File: config.mk
export PLATFORM = sky130hd
export DESIGN_NAME = s2p_frame_flat
export DESIGN_NICKNAME = d
export VERILOG_FILES = /design/src/rtl/s2p_frame_pkg.sv /design/src/rtl/s2p_frame_if.sv /design/src/rtl/s2p_frame_out_reg.sv /design/src/rtl/s2p_frame.sv /design/src/flat_wrapper.sv
export SDC_FILE = /design/constraint.sdc
export NUM_CORES = 1
export LEC_CHECK = 0
export ABC_AREA = 0
export CORE_MARGIN = 1
export CORE_UTILIZATION = 46
export CTS_CLUSTER_SIZE = 24
export DETAILED_ROUTE_END_ITERATION = 8
export PLACE_DENSITY = 0.89
export SETUP_SLACK_MARGIN = 0.4
export SLEW_MARGIN = 0
export SYNTH_ARGS = -nofsm -noshare
export SYNTH_HDL_FRONTEND = slang
export SYNTH_SLANG_ARGS = --single-unit
File: constraint.sdc
create_clock -name clk -period 2 [get_ports clk]
set_input_delay 0.4 -clock clk [delete_from_list [all_inputs] [get_ports clk]]
set_output_delay 0.4 -clock clk [all_outputs]
set_load 0.02 [all_outputs]
File: src/rtl/s2p_frame_pkg.sv
// Shared definitions for the s2p_frame serial/parallel shifter.
// Contents: mode codes, frame-state codes and the beat-counter width helper.
package s2p_frame_pkg;

  // Mode codes. Code 2'b11 used to fall through to LOAD; it now selects FRAME.
  typedef enum logic [1:0] {
    MODE_PUSH  = 2'b00,
    MODE_CYCLE = 2'b01,
    MODE_LOAD  = 2'b10,
    MODE_FRAME = 2'b11
  } mode_e;

  // Frame collection state.
  typedef enum logic {
    S2P_SHIFT = 1'b0,
    S2P_STALL = 1'b1
  } state_e;

  localparam int unsigned DEF_WIDTH = 8;
  localparam int unsigned DEF_LANE  = 1;

  // Width of the beat counter: max(1, clog2(beats)).
  function automatic int unsigned cnt_width(input int unsigned beats);
    int unsigned w;
    w = 1;
    while ((32'(1) << w) < beats) w = w + 1;
    return w;
  endfunction

endpackage

File: src/rtl/s2p_frame_if.sv
// Bus interfaces for s2p_frame.
//   s2p_ser_if : serial beat side  (s_in, s_valid from the link; s_ready back).
//   s2p_par_if : parallel frame side (p_out, p_valid [, p_par] to the consumer; p_ready back).
// Optional: `S2P_FRAME_PARITY_EN adds p_par to s2p_par_if.
interface s2p_ser_if #(
  parameter int unsigned LANE = 1
);
  logic [LANE-1:0] s_in;
  logic            s_valid;
  logic            s_ready;

  modport master (output s_in, output s_valid, input s_ready);
  modport slave  (input s_in, input s_valid, output s_ready);
endinterface

interface s2p_par_if #(
  parameter int unsigned WIDTH = 8
);
  logic [WIDTH-1:0] p_out;
  logic             p_valid;
  logic             p_ready;
`ifdef S2P_FRAME_PARITY_EN
  logic             p_par;

  modport master (output p_out, output p_valid, output p_par, input p_ready);
  modport slave  (input p_out, input p_valid, input p_par, output p_ready);
`else
  modport master (output p_out, output p_valid, input p_ready);
  modport slave  (input p_out, input p_valid, output p_ready);
`endif
endinterface

File: src/rtl/s2p_frame_out_reg.sv
// s2p_out_reg: holding register for completed frames (p_out/p_valid).
// Ports:
//   clk, reset : clock, synchronous active-high reset
//   load, data : capture data as a new frame (wins over a consume on the same edge)
//   p_ready    : consumer accepts the current frame
//   p_out, p_valid : registered frame and its valid flag
//   p_par      : even parity of the captured word (only with `S2P_FRAME_PARITY_EN)
module s2p_out_reg #(
  parameter int unsigned WIDTH = 8
) (
  input  logic             clk,
  input  logic             reset,
  input  logic             load,
  input  logic [WIDTH-1:0] data,
  input  logic             p_ready,
  output logic [WIDTH-1:0] p_out,
  output logic             p_valid
`ifdef S2P_FRAME_PARITY_EN
  ,
  output logic             p_par
`endif
);

  // Load and consume together keeps p_valid high with the new word (no bubble).
  always_ff @(posedge clk) begin
    if (reset) begin
      p_out   <= '0;
      p_valid <= 1'b0;
`ifdef S2P_FRAME_PARITY_EN
      p_par   <= 1'b0;
`endif
    end else if (load) begin
      p_out   <= data;
      p_valid <= 1'b1;
`ifdef S2P_FRAME_PARITY_EN
      p_par   <= ^data;
`endif
    end else if (p_valid && p_ready) begin
      p_valid <= 1'b0;
    end
  end

endmodule

File: src/rtl/s2p_frame.sv
// s2p_frame: LANE-bit serial/parallel shifter with PUSH, CYCLE, LOAD and FRAME modes.
// FRAME collects WIDTH/LANE serial beats and hands each completed word to a
// downstream consumer over valid/ready, back-pressuring the serial side when
// the output register is still full.
// Ports:
//   clk, reset : clock, synchronous active-high reset
//   enb        : shift-register enable (0 holds q, s_out, cnt and state)
//   modo       : mode (mode_e)
//   dir        : 0 = shift toward MSB, 1 = shift toward LSB
//   d          : parallel load data
//   ser        : serial beat interface (slave)
//   par        : completed-frame interface (master)
//   q, s_out, cnt : register contents, bits shifted out, beats collected
// Optional: `S2P_FRAME_PARITY_EN adds par.p_par (even parity of p_out).
module s2p_frame
  import s2p_frame_pkg::*;
#(
  parameter  int unsigned WIDTH = DEF_WIDTH,
  parameter  int unsigned LANE  = DEF_LANE,
  localparam int unsigned BEATS = WIDTH / LANE,
  localparam int unsigned CW    = cnt_width(BEATS)
) (
  input  logic             clk,
  input  logic             reset,
  input  logic             enb,
  input  logic [1:0]       modo,
  input  logic             dir,
  input  logic [WIDTH-1:0] d,
  s2p_ser_if.slave         ser,
  s2p_par_if.master        par,
  output logic [WIDTH-1:0] q,
  output logic [LANE-1:0]  s_out,
  output logic [CW-1:0]    cnt
);

  state_e               state, state_nxt;
  logic [WIDTH-1:0]     q_nxt;
  logic [LANE-1:0]      s_out_nxt;
  logic [CW-1:0]        cnt_nxt;

  logic [WIDTH+LANE-1:0] cat_up, cat_dn;
  logic [2*WIDTH-1:0]    dbl;
  logic [WIDTH-1:0]      shift_q, rot_q;
  logic [LANE-1:0]       shift_out;

  logic                 frame_mode, beat, last_beat;
  logic                 out_load;
  logic [WIDTH-1:0]     out_data;

  // Shift/rotate datapath; the widened concatenations keep LANE==WIDTH legal.
  always_comb begin
    cat_up = {q, ser.s_in};
    cat_dn = {ser.s_in, q};
    dbl    = {q, q};
    if (dir) begin
      shift_q   = cat_dn[WIDTH+LANE-1:LANE];
      shift_out = cat_dn[LANE-1:0];
      rot_q     = dbl[LANE +: WIDTH];
    end else begin
      shift_q   = cat_up[WIDTH-1:0];
      shift_out = cat_up[WIDTH+LANE-1:WIDTH];
      rot_q     = dbl[2*WIDTH-LANE-1 -: WIDTH];
    end
  end

  // Beat acceptance handshake.
  assign frame_mode  = (modo == MODE_FRAME);
  assign ser.s_ready = enb & frame_mode & (state == S2P_SHIFT);
  assign beat        = ser.s_ready & ser.s_valid;
  assign last_beat   = beat & (cnt == CW'(BEATS - 1));

  // State register and shift-register state.
  always_ff @(posedge clk) begin
    if (reset) begin
      state <= S2P_SHIFT;
      q     <= '0;
      s_out <= '0;
      cnt   <= '0;
    end else begin
      state <= state_nxt;
      q     <= q_nxt;
      s_out <= s_out_nxt;
      cnt   <= cnt_nxt;
    end
  end

  // Next-state and frame hand-off decode.
  always_comb begin
    state_nxt = state;
    q_nxt     = q;
    s_out_nxt = s_out;
    cnt_nxt   = cnt;
    out_load  = 1'b0;
    out_data  = q;

    if (enb) begin
      case (mode_e'(modo))
        MODE_PUSH: begin
          q_nxt     = shift_q;
          s_out_nxt = shift_out;
          cnt_nxt   = '0;
          state_nxt = S2P_SHIFT;
        end
        MODE_CYCLE: begin
          q_nxt     = rot_q;
          s_out_nxt = '0;
          cnt_nxt   = '0;
          state_nxt = S2P_SHIFT;
        end
        MODE_LOAD: begin
          q_nxt     = d;
          s_out_nxt = '0;
          cnt_nxt   = '0;
          state_nxt = S2P_SHIFT;
        end
        MODE_FRAME: begin
          if (state == S2P_SHIFT) begin
            if (beat) begin
              q_nxt     = shift_q;
              s_out_nxt = shift_out;
              if (last_beat) begin
                cnt_nxt = '0;
                // Hand off now if the output slot is free or being drained,
                // otherwise park the frame in q until the consumer is ready.
                if (!par.p_valid || par.p_ready) begin
                  out_load = 1'b1;
                  out_data = shift_q;
                end else begin
                  state_nxt = S2P_STALL;
                end
              end else begin
                cnt_nxt = cnt + CW'(1);
              end
            end
          end else if (par.p_ready) begin
            out_load  = 1'b1;
            out_data  = q;
            state_nxt = S2P_SHIFT;
          end
        end
        default: begin
          state_nxt = S2P_SHIFT;
        end
      endcase
    end else if (state == S2P_STALL && par.p_ready) begin
      // A parked frame still transfers while the shifter is disabled.
      out_load  = 1'b1;
      out_data  = q;
      state_nxt = S2P_SHIFT;
    end
  end

  s2p_out_reg #(
    .WIDTH (WIDTH)
  ) u_out_reg (
    .clk     (clk),
    .reset   (reset),
    .load    (out_load),
    .data    (out_data),
    .p_ready (par.p_ready),
    .p_out   (par.p_out),
    .p_valid (par.p_valid)
`ifdef S2P_FRAME_PARITY_EN
    ,
    .p_par   (par.p_par)
`endif
  );

endmodule

File: src/flat_wrapper.sv
// flat-port wrapper written by rule: the top's interface ports become plain ports
module s2p_frame_flat import s2p_frame_pkg::*;
#(
  parameter  int unsigned WIDTH = DEF_WIDTH,
  parameter  int unsigned LANE  = DEF_LANE,
  localparam int unsigned BEATS = WIDTH / LANE,
  localparam int unsigned CW    = cnt_width(BEATS)
)
  (clk, reset, enb, modo, dir, d, q, s_out, cnt, ser_s_in, ser_s_valid, ser_s_ready, par_p_out, par_p_valid, par_p_ready);
  s2p_ser_if #(.LANE(LANE)) ser_i ();
  s2p_par_if #(.WIDTH(WIDTH)) par_i ();
  input  logic clk;
  input  logic reset;
  input  logic enb;
  input  logic [1:0] modo;
  input  logic dir;
  input  logic [WIDTH-1:0] d;
  output logic [WIDTH-1:0] q;
  output logic [LANE-1:0] s_out;
  output logic [CW-1:0] cnt;
  input wire logic [$bits(ser_i.s_in)-1:0] ser_s_in;
  input wire logic [$bits(ser_i.s_valid)-1:0] ser_s_valid;
  output wire logic [$bits(ser_i.s_ready)-1:0] ser_s_ready;
  output wire logic [$bits(par_i.p_out)-1:0] par_p_out;
  output wire logic [$bits(par_i.p_valid)-1:0] par_p_valid;
  input wire logic [$bits(par_i.p_ready)-1:0] par_p_ready;
  assign ser_i.s_in = ser_s_in;
  assign ser_i.s_valid = ser_s_valid;
  assign ser_s_ready = ser_i.s_ready;
  assign par_p_out = par_i.p_out;
  assign par_p_valid = par_i.p_valid;
  assign par_i.p_ready = par_p_ready;
  s2p_frame #(.WIDTH(WIDTH), .LANE(LANE)) u_core (.clk(clk), .reset(reset), .enb(enb), .modo(modo), .dir(dir), .d(d), .ser(ser_i), .par(par_i), .q(q), .s_out(s_out), .cnt(cnt));
endmodule
* Word level (Yosys, flattened, before mapping)
Index checks and enable logic that the tools add are counted.
** Cells by class
- $add $sub $neg :: 1
- $mul :: 0
- Divide/modulo/power cells :: 0
- $lt $le $gt $ge :: 0
- Equal/unequal tests :: 6
- Shift-type cells :: 0
- Mux-type cells :: 37
- Bitwise operators :: 5
- Reduce and logical (&&, ||, !) cells :: 10
** Operators with widths (count)
- 2-to-1 mux 8 bit :: 10
- case mux 8 bit (4 select lines) :: 1
- 2-to-1 mux 1 bit :: 20
- 2-to-1 mux 3 bit :: 3
- case mux 3 bit (2 select lines) :: 1
- AND 1 bit :: 4
- equality test 2 bit (second input constant) :: 2
- inequality test 2 bit (second input constant) :: 2
- nonzero test 2 bit :: 2
- adder 3 x 1 -> 3 bit (second input constant) :: 1
- equality test 3 bit (second input constant) :: 1
- case mux 1 bit (3 select lines) :: 1
- AND reduction 3 bit :: 1
- OR reduction 3 bit :: 1
- equality test 2 x 1 -> 1 bit (second input constant) :: 1
- logical AND 1 bit :: 2
- zero test 2 bit :: 1
- case mux 1 bit (2 select lines) :: 1
- OR reduction 2 bit :: 1
- zero test 1 bit :: 1
- logical OR 1 bit :: 1
- inverter 1 bit :: 1
** Storage, ports and cells
- Bits in registers :: 22
- Bits in latches :: 0
- RAM bits :: 0
- Bits in read-only memories :: 0
- Bits of input ports :: 17
- Output and inout port bits :: 22
- Word-level logic and storage cells :: 65
- Memories :: 0

* Depth between registers and ports, before layout
- Word-level depth :: 11
- Gate-level depth with buffers :: 7

* Modules after synthesis
Synthesis repeated with hierarchy kept, for this count alone.
** Second synthesis, totals
- Cells, all modules :: 148
- Area, all modules :: 1251.2 um^2
** Modules (own cells, without submodules)
- s2p_frame :: times used 1, cells an instance 118, area each 929.6 um^2, seq. area each 260.2 um^2
- s2p_out_reg :: times used 1, cells an instance 30, area each 321.6 um^2, seq. area each 180.2 um^2

* Least setup slack after synthesis
No wires, ideal clock.
- Path type :: reg2reg
- Start :: reg u_core.cnt[0]
- End :: reg u_core.u_out_reg.p_out[2]
- Data arrival time :: 1.525 ns
- Data required time :: 1.929 ns
- Path slack :: 0.405 ns
- Stages on the path, launching flop included :: 8
- Buffers on the path :: 2
- Clock period less this slack :: 1.595 ns
- Cells stage by stage :: dfxtp_1 ha_1 ha_1 clkbuf_1 nand3_2 buf_4 a2bb2oi_1 a21oi_1
** On the way
- Longest elaborated chain between the ends :: 7
- Elaborated cells on any way between the ends :: 12
- Classes of those cells :: eq/ne (1); mux (10); bitwise (1)
** RTL lines
- from (decl) :: RTL line s2p_frame.sv:33 : output logic [CW-1:0] cnt
- from (signal assigned) :: RTL line s2p_frame.sv:83 : cnt <= cnt_nxt;
- equality test 3 bit * :: RTL line s2p_frame.sv:70 : assign last_beat = beat & (cnt == CW'(BEATS - 1));
- AND 1 bit * :: RTL line s2p_frame.sv:70
- 2-to-1 mux 8 bit or 2-to-1 mux 1 bit (tied branches) :: RTL line s2p_frame.sv:121 : if (last_beat) begin
- 2-to-1 mux 8 bit or 2-to-1 mux 1 bit (tied branches) :: RTL line s2p_frame.sv:118 : if (beat) begin
- 2-to-1 mux 8 bit or 2-to-1 mux 1 bit (tied branches) :: RTL line s2p_frame.sv:117 : if (state == S2P_SHIFT) begin
- 2-to-1 mux 8 bit or 2-to-1 mux 1 bit (tied branches) :: RTL line s2p_frame.sv:97 : case (mode_e'(modo))
- 2-to-1 mux 8 bit or 2-to-1 mux 1 bit (tied branches) :: RTL line s2p_frame.sv:96 : if (enb) begin
- to (signal assigned) :: RTL line s2p_frame_out_reg.sv:33 : p_out <= data;
- to (decl) :: RTL line s2p_frame_out_reg.sv:16 : output logic [WIDTH-1:0] p_out,
Every way passes the cells marked *; elsewhere a longest branch is shown, timed or not.
A chain may end at the register's enable or synchronous reset.

* Final worst setup path
- Start :: in dir
- End :: reg u_core.u_out_reg.p_out[6]
** On the way
- Longest elaborated chain between the ends :: 7
** RTL lines
- from (decl) :: RTL line flat_wrapper.sv:16 : input logic dir;
- 2-to-1 mux 8 bit :: RTL line s2p_frame.sv:55 : if (dir) begin
- 2-to-1 mux 8 bit :: RTL line s2p_frame.sv:125 : if (!par.p_valid || par.p_ready) begin
- 2-to-1 mux 8 bit :: RTL line s2p_frame.sv:121
- 2-to-1 mux 8 bit :: RTL line s2p_frame.sv:118
- 2-to-1 mux 8 bit :: RTL line s2p_frame.sv:117
- 2-to-1 mux 8 bit :: RTL line s2p_frame.sv:97
- 2-to-1 mux 8 bit :: RTL line s2p_frame.sv:96
Every way passes these cells.

==> flow_summary.toml <==
[sta]
worst_clock_skew_ns = 0.00490
rsz0062_at_grt = "yes"
fin_crit_ns = 1.61
tightestPinTransition_ns = 0.549
setup_viol = 0
finalCritPeriodShare_pct = 80.6
slew_headroom_pct = 63.3
hold_viol = 0
slew_violations = 0
fmax_mhz = 621
hold_ws_ns = 0.458

[layout]
syn2layout_area_growth_pct = 45.9
drive_gt1_share_pct = 21.2
final_cells = 219
final_core_util_pct = 72.0
design_area_mm2 = 0.00180
n_antenna_cell = 0
nFillCells = 191
nets = 213

[floorplan]
core_mm2 = 0.00250
die_x_um = 53.8
die_area_mm2 = 0.00289
io_pins = 39
die_h_um = 53.8
start_util_pct = 49.3
placementRows = 18

[placed_design]
dp.cells = 216
gp_congestion = 0.890
hpwl_um = 2600
dpl_cell_area_mm2 = 0.00171
place.port_buffers = 38

[critical_path]
cp-end-kind = "flop"
critPathArrivalTime_ns = 1.82
worstSetupPathType = "primary input to flop"
cp-start-kind = "primary input"
crit_required_ns = 2.20
cp_max_fo = 9
regToRegSetupSlack_ns = 0.56

[clocking]
cts_buffers = 3
htreeDepth = 1
cts_setup_buffers = 0
cts_tree = "yes"
holdBufCountCts = 0
clkTransAtPathRegs_ns = 0.12
cts_num_sinks = 22
clk_path_buf_depth = 2
clk_latency_ns = 0.30
cts-root-buf = "clkbuf_4"

[power_and_ir_drop]
pwr-share-comb_pct = 25.1
pwr-share-clk_pct = 22.3
p_sw_share_pct = 29.6
p_leak_nw = 0.763
irDropWorstVdd_mv = 0.382
pwr_density_cell_mw_per_mm2 = 501
p_int_mw = 0.635
p_sw_mw = 0.267
p_seq_share_pct = 52.6

[grt]
overflow = 0
grt_pass1_vias = 1208
grt_max_degree = 15
grt_pass1_wl_um = 5500
antenna_found_initial = 0
gr-usage-all-layers_pct = 26.3

[yosys]
ys_ff_latch = 22
yosysTopAreaCell = "dfxtp_1"
syn_area_per_cell_um2 = 8.57
synth_area_mm2 = 0.00123
yosysSeqAreaShare_pct = 35.7
yosys_warnings = 0
synth_cells = 144
ys.flop_type = "dfxtp_1"
synth_top_area_share_pct = 35.7
ys_top_cells_by_count = "22 x dfxtp_1, 20 x nor2_1, 12 x mux2i_1"
yosys-top-cells-area = "dfxtp_1 36%, mux2i_1 9.7%, nor2_1 6.1%, ha_1 5.1%, nand3b_1 4.3%"
synth_edf_count = 0
synth_fp_nets = 166
synthArstFlopShare_pct = 0
synth.most_common_cell = "dfxtp_1"
yosysUniqueCellTypes = 34

[min_path]
hp-class = "flop to flop"

[route]
dr.pass1.iters = 4
via_per_inst = 6.01
dr_total_vias = 1317
routed_wl_um = 3660
drtIter0Drc = 84
antenna_left = 0
routedWlPerCell_um = 16.7
drc = 0

[status]
status = "complete, no violations"

[flow_run]
max-cap-violations = 0
==> layout make-up <==
type	count	area (um^2)	share of cell area, %
Clock buffer	3	22.5	1.25
Inverter	3	11.3	0.625
Multi-Input combinational cell	109	831	46.1
Sequential cell	22	440	24.5
Tap cell	30	37.5	2.08
Timing Repair Buffer	52	458	25.4
==> flip-flops by register name, indices dropped and copies added (netlist names) <==
signal and flops:
u_core.cnt 3, u_core.u_out_reg.p_valid 1, u_core.s_out 1, u_core.u_out_reg.p_out 8, u_core.q 8, u_core.state 1
==> critical path: stages <==
cell and delay [ns]:
clkdlybuf4s50_1 0.53, buf_4 0.25, mux2i_4 0.30, a41oi_2 0.17, a21boi_1 0.17
==> through the flow <==
stage / worst slack [ns] / power [mW] / setup TNS (ns)
floorplan: 0.405 / 0.585 / 0
global placement: -0.283 / 0.680 / -0.665
detailed placement: -0.346 / 0.689 / -1.51
CTS: 0.297 / 0.879 / 0
global route: 0.340 / 0.931 / 0
finish: 0.388 / 0.902 / 0
==> layer usage <==
metal	vias up	part of all wire, %	GRT usage [%]
li1	618	-	-
met2	80	52	47.1
met1	608	40	30.9
met3	11	5.9	3.67
met4	0	2.2	11.0
met5	-	0	0
==> cells in the final DEF, fill, tap and decap left out, types with 2 or more instances in the layout <==
cell	synthesis	final
clkdlybuf4s50_1	0	13
a221oi_2	0	2
mux2_2	3	3
ha_4	0	2
o21ai_1	1	2
a21boi_1	0	4
mux2i_1	12	9
a2bb2oi_1	2	2
dfxtp_1	22	22
nor3_1	6	6
a21oi_1	6	6
a41oi_1	5	4
a211o_1	2	2
mux2i_2	0	2
buf_4	3	15
nand2_1	9	8
nor2_2	1	2
dlygate4sd2_1	0	22
a22oi_1	2	2
nor2_1	20	18
ha_1	5	2
inv_1	3	2
o21ai_0	6	5
clkbuf_4	0	3
nand3_1	3	3
nand3b_1	7	7
nor2b_1	3	2
==> kinds of logic (layout without fill, tap and decap cells) <==
family,Yosys count,count (layout),share of synthesized area [%]
and+or+nand+nor,56,56,23.1
buffers and inverters,13,58,5.07
muxes,15,15,12.5
adders and majority gates,5,5,5.07
AOI/OAI and AO/OA,33,33,18.6
DFF,22,22,35.7
==> what timing repair did <==
item	4_1_cts	5_1_grt
setup endpoints to repair	41	16
gates resized for setup	35	22
endpoints found under the hold margin	0	0
pin swaps	0	2
==> power groups by stage <==
stage | Combinational (mW) | Sequential, mW | Clock [mW]
after global placement | 0.200 | 0.480 | 0
final | 0.226 | 0.474 | 0.201
after detailed placement | 0.208 | 0.481 | 0
after CTS | 0.210 | 0.470 | 0.199
after floorplan | 0.0947 | 0.491 | 0
after global routing | 0.242 | 0.475 | 0.214
==> worst paths after layout <==
| kind | end | from | cells after the start |
|---|---|---|---|
| setup / recovery | u_core.u_out_reg.p_out[6] | dir | 5 |
| hold / removal | u_core.s_out | u_core.s_out | 2 |
| setup reg to reg | u_core.u_out_reg.p_out[7] | u_core.state | 4 |
| hold reg to reg | u_core.s_out | u_core.s_out | 2 |
Power figures use the tool's default switching activity.
